<file path="config.mk">
export PLATFORM = sky130hd
export DESIGN_NAME = cpu_punt_arb
export DESIGN_NICKNAME = d
export VERILOG_FILES = /design/src/rtl/cpu_punt_arb_pkg.sv /design/src/rtl/cpu_punt_arb_skid.sv /design/src/rtl/cpu_punt_arb.sv
export SDC_FILE = /design/constraint.sdc
export NUM_CORES = 1
export LEC_CHECK = 0
export CORE_AREA = 3 3 192 194
export DETAILED_ROUTE_END_ITERATION = 16
export DIE_AREA = 0 0 195 197
export GPL_ROUTABILITY_DRIVEN = 0
export PLACE_DENSITY = 0.86
export SLEW_MARGIN = 10
export SYNTH_ARGS = -nofsm -noshare
export SYNTH_HDL_FRONTEND = slang
export SYNTH_SLANG_ARGS = --single-unit
export TNS_END_PERCENT = 10
</file>
<file path="constraint.sdc">
create_clock -name clk -period 2.6 [get_ports clk]
set_input_delay 0.52 -clock clk [delete_from_list [all_inputs] [get_ports clk]]
set_output_delay 0.52 -clock clk [all_outputs]
set_load 0.1 [all_outputs]
</file>
<file path="src/rtl/cpu_punt_arb_pkg.sv">
// Shared data-plane definitions: beat widths and the tuser sideband layout.
package cpu_punt_arb_pkg;

    localparam int DPE_DATA_WIDTH = 128;

    typedef struct packed {
        logic       bypass_all;
        logic       bypass_stage;
        logic [2:0] src;
        logic [2:0] dst;
    } dpe_tuser_t;

    localparam int DPE_USER_WIDTH = $bits(dpe_tuser_t);

endpackage

</file>
<file path="src/rtl/cpu_punt_arb_skid.sv">
// axis_skid: 2-entry AXI-stream register slice; outputs and ready both come
// straight from flops so neither path is combinational through the slice.
module axis_skid #(
    parameter int WIDTH = 8
) (
    input  logic             clk,
    input  logic             rst,
    input  logic [WIDTH-1:0] s_data,
    input  logic             s_valid,
    output logic             s_ready,
    output logic [WIDTH-1:0] m_data,
    output logic             m_valid,
    input  logic             m_ready
);

    logic [WIDTH-1:0] skid_data;
    logic             skid_valid;

    // Ready is simply "second entry free", so it is a flop output.
    assign s_ready = ~skid_valid;

    always_ff @(posedge clk) begin
        if (rst) begin
            m_data     <= '0;
            m_valid    <= 1'b0;
            skid_data  <= '0;
            skid_valid <= 1'b0;
        end else if (!skid_valid) begin
            if (m_ready || !m_valid) begin
                m_valid <= s_valid;
                if (s_valid) m_data <= s_data;
            end else if (s_valid) begin
                skid_data  <= s_data;
                skid_valid <= 1'b1;
            end
        end else if (m_ready) begin
            m_data     <= skid_data;
            skid_valid <= 1'b0;
        end
    end

endmodule

</file>
<file path="src/rtl/cpu_punt_arb.sv">
// Frame-aware round-robin merge of the data-plane punt streams into the
// single to-CPU stream; a granted input holds the grant until its tlast.
module cpu_punt_arb
    import cpu_punt_arb_pkg::*;
#(
    parameter int N_IN       = 2,
    parameter int DATA_WIDTH = DPE_DATA_WIDTH,
    parameter int KEEP_WIDTH = DATA_WIDTH / 8,
    parameter int USER_WIDTH = DPE_USER_WIDTH
) (
    input  logic                         clk,
    input  logic                         rst,
    input  logic [N_IN*DATA_WIDTH-1:0]   s_tdata,
    input  logic [N_IN*KEEP_WIDTH-1:0]   s_tkeep,
    input  logic [N_IN*USER_WIDTH-1:0]   s_tuser,
    input  logic [N_IN-1:0]              s_tlast,
    input  logic [N_IN-1:0]              s_tvalid,
    output logic [N_IN-1:0]              s_tready,
    output logic [DATA_WIDTH-1:0]        m_tdata,
    output logic [KEEP_WIDTH-1:0]        m_tkeep,
    output logic [USER_WIDTH-1:0]        m_tuser,
    output logic                         m_tlast,
    output logic                         m_tvalid,
    input  logic                         m_tready,
    output logic                         status_busy,
    output logic [$clog2(N_IN)-1:0]      status_grant,
    output logic [N_IN*16-1:0]           status_frames
);

    localparam int GW = $clog2(N_IN);
    localparam int PW = 1 + USER_WIDTH + KEEP_WIDTH + DATA_WIDTH;

    typedef enum logic {ARB, PASS} state_t;

    state_t                 state, state_nxt;
    logic [GW-1:0]          grant, grant_nxt, last_grant, last_grant_nxt;
    logic [GW-1:0]          pick, cand;
    logic                   found;
    logic                   skid_ready, in_valid, in_fire;
    logic [PW-1:0]          in_payload, out_payload;
    logic [N_IN-1:0][15:0]  frames;

    // Rotating priority: search starts one past the last frame's owner.
    always_comb begin
        pick  = last_grant;
        found = 1'b0;
        cand  = '0;
        for (int k = 1; k <= N_IN; k++) begin
            cand = GW'((int'(last_grant) + k) % N_IN);
            if (!found && s_tvalid[cand]) begin
                pick  = cand;
                found = 1'b1;
            end
        end
    end

    assign in_valid   = (state == PASS) && s_tvalid[grant];
    assign in_fire    = in_valid && skid_ready;
    assign in_payload = {s_tlast[grant],
                         s_tuser[grant*USER_WIDTH +: USER_WIDTH],
                         s_tkeep[grant*KEEP_WIDTH +: KEEP_WIDTH],
                         s_tdata[grant*DATA_WIDTH +: DATA_WIDTH]};

    always_comb begin
        s_tready = '0;
        if (state == PASS) s_tready[grant] = skid_ready;
    end

    always_comb begin
        state_nxt      = state;
        grant_nxt      = grant;
        last_grant_nxt = last_grant;
        case (state)
            ARB: if (|s_tvalid) begin
                grant_nxt = pick;
                state_nxt = PASS;
            end
            PASS: if (in_fire && s_tlast[grant]) begin
                last_grant_nxt = grant;
                state_nxt      = ARB;
            end
            default: state_nxt = ARB;
        endcase
    end

    always_ff @(posedge clk) begin
        if (rst) begin
            state      <= ARB;
            grant      <= '0;
            last_grant <= GW'(N_IN - 1);
        end else begin
            state      <= state_nxt;
            grant      <= grant_nxt;
            last_grant <= last_grant_nxt;
        end
    end

    always_ff @(posedge clk) begin
        if (rst) begin
            frames <= '0;
        end else begin
            for (int i = 0; i < N_IN; i++)
                if (s_tvalid[i] && s_tready[i] && s_tlast[i]) frames[i] <= frames[i] + 16'd1;
        end
    end

    axis_skid #(.WIDTH(PW)) u_skid (
        .clk     (clk),
        .rst     (rst),
        .s_data  (in_payload),
        .s_valid (in_valid),
        .s_ready (skid_ready),
        .m_data  (out_payload),
        .m_valid (m_tvalid),
        .m_ready (m_tready)
    );

    assign {m_tlast, m_tuser, m_tkeep, m_tdata} = out_payload;
    assign status_busy   = (state == PASS);
    assign status_grant  = grant;
    assign status_frames = frames;

endmodule

</file>
After elaboration in Yosys (flattened, before gate mapping)
Cells that the tools add are included.

Register bits: 343. Input bits: 311. Output and inout port bits: 190.

$add $sub $neg: 4. Mux-type cells: 25. Reductions and logical operators: 20. Shift-type cells: 3. Eq/ne operators: 1. Magnitude comparators: 4. Bitwise operators: 4.

Operators with widths (count): $mux W153 (4); $shiftx A256 B9 Y128 (1); $add A16 B1 Y16 const B (2); $shiftx A32 B6 Y16 (1); $mux W1 (18); $shiftx A16 B5 Y8 (1); $logic_and A1 B1 Y1 (9); $lt A1 B2 Y1 const B (3); $reduce_and A2 Y1 (3); $reduce_and A3 Y1 (2); $reduce_bool A2 Y1 (2); $not A1 Y1 (3); $add A1 B1 Y1 const B (2); $and A2 B2 Y2 (1); $logic_not A1 Y1 (2); $mux W2 (1); $ne A2 B2 Y1 const B (1); $pmux W1 S2 (1); $reduce_or A2 Y1 (1); $demux W1 S1 (1); $ge A1 B1 Y1 const B (1); $logic_or A1 B1 Y1 (1).

Longest topological paths before layout
Word-level depth: 8. Mapped depth: 8.

Modules after synthesis
From an unflattened synthesis, not the netlist that was laid out.

Cell total of the unflattened synthesis: 1744. Area, all modules: 16031.6 um^2.

By module, submodules not included: axis_skid (cells an instance 1375, instances 1, area an instance 12570.8 um^2); cpu_punt_arb (cells an instance 369, instances 1, area an instance 3460.8 um^2).

Worst setup path after synthesis
OpenSTA, ideal clock, no wires.

Path kind: reg-to-reg. From: register state (netlist: status_busy). To: register frames, in the netlist status_frames[1]. Library setup time: 128 ps. Setup slack: -1902 ps. Required time: 2472 ps. Buffers on the path: 1. Cell stages (with the launch flop): 6. Arrival time: 4374 ps. Period minus slack after synthesis: 4502 ps. Cell sequence: dfxtp_1 buf_2 nor3b_1 and3_1 mux2i_1 nor2_1.

Cells in the longest elaborated chain, start to end: 3.

Ends and longest elaborated chain: start: declaration (line cpu_punt_arb.sv:35) `state_t state, state_nxt;`; start signal: assignment (line cpu_punt_arb.sv:92) `state <= state_nxt;`; $mux W2 (line cpu_punt_arb.sv:66) `if (state == PASS) s_tready[grant] = skid_ready;`; net s_tready[0] (line cpu_punt_arb.sv:18) `output logic [N_IN-1:0] s_tready,`; $logic_and A1 B1 Y1 (2 in series) (line cpu_punt_arb.sv:103) `if (s_tvalid[i] && s_tready[i] && s_tlast[i]) frames[i] <= frames[i] + 16'd1;`; end signal: indexed assignment (line cpu_punt_arb.sv:103); end: declaration (line cpu_punt_arb.sv:41) `logic [N_IN-1:0][15:0] frames;`.

The timed path passes the listed nets, and every way through them passes these cells. A chain may end at the register's enable or synchronous reset.

Worst setup path after layout
From: register u_skid.skid_valid. To: output port s_tready[1].

Cells in the longest elaborated chain, start to end: 3.

Ends and longest elaborated chain: start: declaration (line cpu_punt_arb_skid.sv:17) `logic skid_valid;`; start signal: assignment (line cpu_punt_arb_skid.sv:27) `skid_valid <= 1'b0;`; start signal: assignment (line cpu_punt_arb_skid.sv:34) `skid_valid <= 1'b1;`; start signal: assignment (line cpu_punt_arb_skid.sv:38) `skid_valid <= 1'b0;`; $not A1 Y1 (no source line); $and A2 B2 Y2 (no source line); $mux W2 (line cpu_punt_arb.sv:66); end: declaration (line cpu_punt_arb.sv:18).

Every way passes these cells.

==> qor.csv <==
stage,metric,value,unit
run_status,status,finished clean,
synth,asr flop ratio synth,0,%
critical_path,worst-case reg-to-reg path depth,6,
pwr,sequential power share,39.8,%
final_layout,"commonest non-fill, non-tap cell in the layout",dfxtp_1,
min_path,Min-Delay Path Class,in2reg,
synth,mapped cell area,15600,sq um
sta,worst rel slew slack,53.7,%
final_layout,Fill cells,2911,
route,Antenna Nets Post-Route,0,
clock_network,CTS resizes,0,
synth,Netlist cell types,39,
synth,simple-gate portion of the synthesized area,15.9,%
sta,Final period util,85.5,%
synth,Yosys reg bits,343,
synth,Mapped Cells,1915,
clock_network,"Clk Latency, worst-skew pair",0.52,ns
sta,fin crit period,2.22,ns
grt,total track usage,24.1,%
critical_path,Critical Path Sink,s_tready[1],
critical_path,Crit Path Class,reg2out,
sta,Setup WS post-layout,0.376,ns
grt,grt ovf,0,
critical_path,peak fanout along the critical path,38,
critical_path,WP data required,2.08,ns
floorplanning,core area,35400,sq um
pwr,P per Cell Area,640,nW/um^2
sta,actual slew at the worst max-slew pin,0.695,ns
synth,Compound-Gate Fraction of Synth Area,23.3,%
grt,vias in the first global route,15000,
final_layout,most frequent cells in the layout,"dfxtp_1, o21ai_0, clkdlybuf4s50_1",
floorplanning,chip width,195,microns
route,Avg WL per Cell,17.8,microns
critical_path,CP Launch Type,register,
route,DR pass1 iterations,5,
clock_network,total number of H-tree levels,2,
synth,Avg Inst Size Synth,8.14,sq um
route,drt total wl,49600,microns
placed_design,PortBufs,500,
route,DRC,0,
floorplanning,Initial Utilization,44.0,%
clock_network,CTS tree,done,
sta,Final Hold Vio Count,0,
floorplanning,Die Area,38400,sq um
clock_network,CTS sink cnt,343,
synth,dominant synthesized flop cell,dfxtp_1,
run,Max Cap Viol,0,
sta,Setup-failing EPs final,0,
synth,largest family of logic cells by synthesized area,compound AO/OA/AOI/OAI gates,
grt,largest net degree at the start of global routing,167,
floorplanning,I/O pin count,501,
pwr,switching share of total power,30.4,%
sta,Fmax,0.450,GHz
route,initial DRC count,972,
critical_path,CP Capture Type,output port,
critical_path,worst reg2reg setup slack,0.67,ns
grt,global-route wire length before repair,77300,microns
sta,Worst Skew,0.0164,ns
critical_path,R2R Path Start,u_skid.skid_valid,
floorplanning,FP Rows,69,
clock_network,Root Buffer Master,clkbuf_16,
pwr,power consumption,14.0,mW
synth,Synth Net Count,2228,
placed_design,Inst Count DP,2724,
synth,sequential share of the synthesized area,44.1,%
synth,Post-Synth Adder-Cell Area,0.161,%
final_layout,nets@finish,2616,
route,DR vias,15600,
synth,xor-xnor portion of the synthesized cell area,1.07,%
sta,Final Max Tran Viols,0,
synth,yosys warns,0,
placed_design,DPL Wire Length,34400,microns
clock_network,number of post-CTS setup repair buffers,0,
clock_network,CTS Buffer Depth,3,
pwr,Internal Power,9.71,mW
min_path,hold_sp,rst,
route,vias per inst,5.59,
floorplanning,die height,197,microns
clock_network,clock-pin transition on the worst setup and hold timing paths,0.06,ns
critical_path,Crit. Startpoint,u_skid.skid_valid,
critical_path,"Data arrival, critical path",1.70,ns
placed_design,pre-CTS setup slack,0.0169,ns
min_path,hold path depth,2,
pwr,combinational power share,21.1,%
grt,initial antenna violation count,3,
pwr,Clk pwr share,39.1,%
final_layout,Final Instance Count excl. Fillers,2793,
synth,multiplexer share of the synthesized area,10.1,%
clock_network,cts hold-fix bufs,0,
synth,number of synthesized flops with an enable pin,0,
critical_path,Reg2Reg Capture Point,u_skid.skid_data[53],
pwr,Leakage,7.49,nW
clock_network,Num CTS Buffers,38,
sta,Final TNS setup,0,ns
pwr,peak supply drop,0.449,mV
final_layout,layout cells sized above 1,13.0,%
final_layout,Area growth syn-to-layout,40.0,%
sta,RSZ-0062 raised after global routing,no,
pwr,switching power total,4.24,mW
## cell families (layout without fill, tap and decap cells)
family,Yosys count,count (layout)
flops,343,343
buf+inv,199,614
fa+ha+maj,2,2
xor+xnor,19,19
mux,156,156
compound gates,644,644
other cells,0,2
simple gates,552,552
## flip-flops by register name (all words and copies together) (netlist names)
name / flops
u_skid.m_data: 153
u_skid.m_valid: 1
status_busy: 1
status_frames: 32
u_skid.skid_data: 153
last_grant: 1
status_grant: 1
u_skid.skid_valid: 1
## power by group through the flow
stage                     sequential [mW]  clock (mW)  combinational, mW
after floorplan                      6.71           0              0.839
after global placement               5.65           0               2.90
after detailed placement             5.66           0               2.94
after CTS                            5.55        5.54               2.95
after global routing                 5.56        5.77               3.10
final                                5.55        5.46               2.94
## cell type report
| class | instances | area, sq um | share of cell area (%) |
|---|---|---|---|
| sequential | 343 | 6880 | 31.5 |
| tap | 461 | 577 | 2.64 |
| inverter | 7 | 26.3 | 0.120 |
| multi-input combinational | 1373 | 7900 | 36.2 |
| clock buffer | 55 | 1120 | 5.13 |
| timing repair buffer | 540 | 5160 | 23.7 |
| antenna | 2 | 5.00 | 0.0229 |
| clock inverter | 12 | 150 | 0.688 |
## metal layers
layer / wire length, microns / GRT usage (%) / share of wire [%]
met1: 19200 / 28.6 / 39
met2: 24600 / 41.9 / 50
met3: 4340 / 6.68 / 8.8
met4: 1430 / 8.69 / 2.9
met5: 20 / 0 / 0.040
## worst max-delay path, stage by stage (launching register included)
cell and delay (ns):
dfxtp_4 0.63, and3b_1 0.33, buf_12 0.21
## per-stage QoR
| step | utilization (%) | cell area, sq um | hold WS, ns |
|---|---|---|---|
| 2_1_floorplan | - | 15600 | 0.449 |
| 3_3_place_gp | 58.0 | 20500 | 0.458 |
| 3_5_place_dp | 58.0 | 20500 | 0.466 |
| 4_1_cts | 61.6 | 21800 | 0.410 |
| 5_1_grt | 61.6 | 21800 | 0.440 |
| 6_report | 61.6 | 21800 | 0.425 |
## worst min path at each step
stage                                    end
final                     u_skid.m_data[116]
after global routing       status_frames[10]
after CTS                  status_frames[10]
after detailed placement  u_skid.m_data[126]
after global placement     u_skid.m_data[48]
after floorplan                   last_grant
## synth_stat cells, types with 2 or more instances
cell	instances	area, sq um
nand3_1	159	796
nand2b_1	2	12.5
xnor2_1	14	123
buf_1	3	11.3
nor3_1	4	20.0
mux2i_1	155	1550
a21oi_1	167	836
buf_2	45	225
ha_1	2	25.0
buf_4	12	90.1
buf_6	2	22.5
dfxtp_1	343	6870
or3_1	8	50.1
or4_1	2	15.0
inv_1	7	26.3
o31ai_1	2	15.0
and4_1	6	52.6
nand4_1	11	68.8
and3_1	7	43.8
o21ai_0	317	1590
nand4b_4	2	47.6
xor2_1	5	43.8
a211oi_1	153	1150
nor2_1	179	672
nor4_1	5	31.3
nand2_1	161	604
clkbuf_1	130	488
Note: power is estimated with default switching activity, not from simulation.
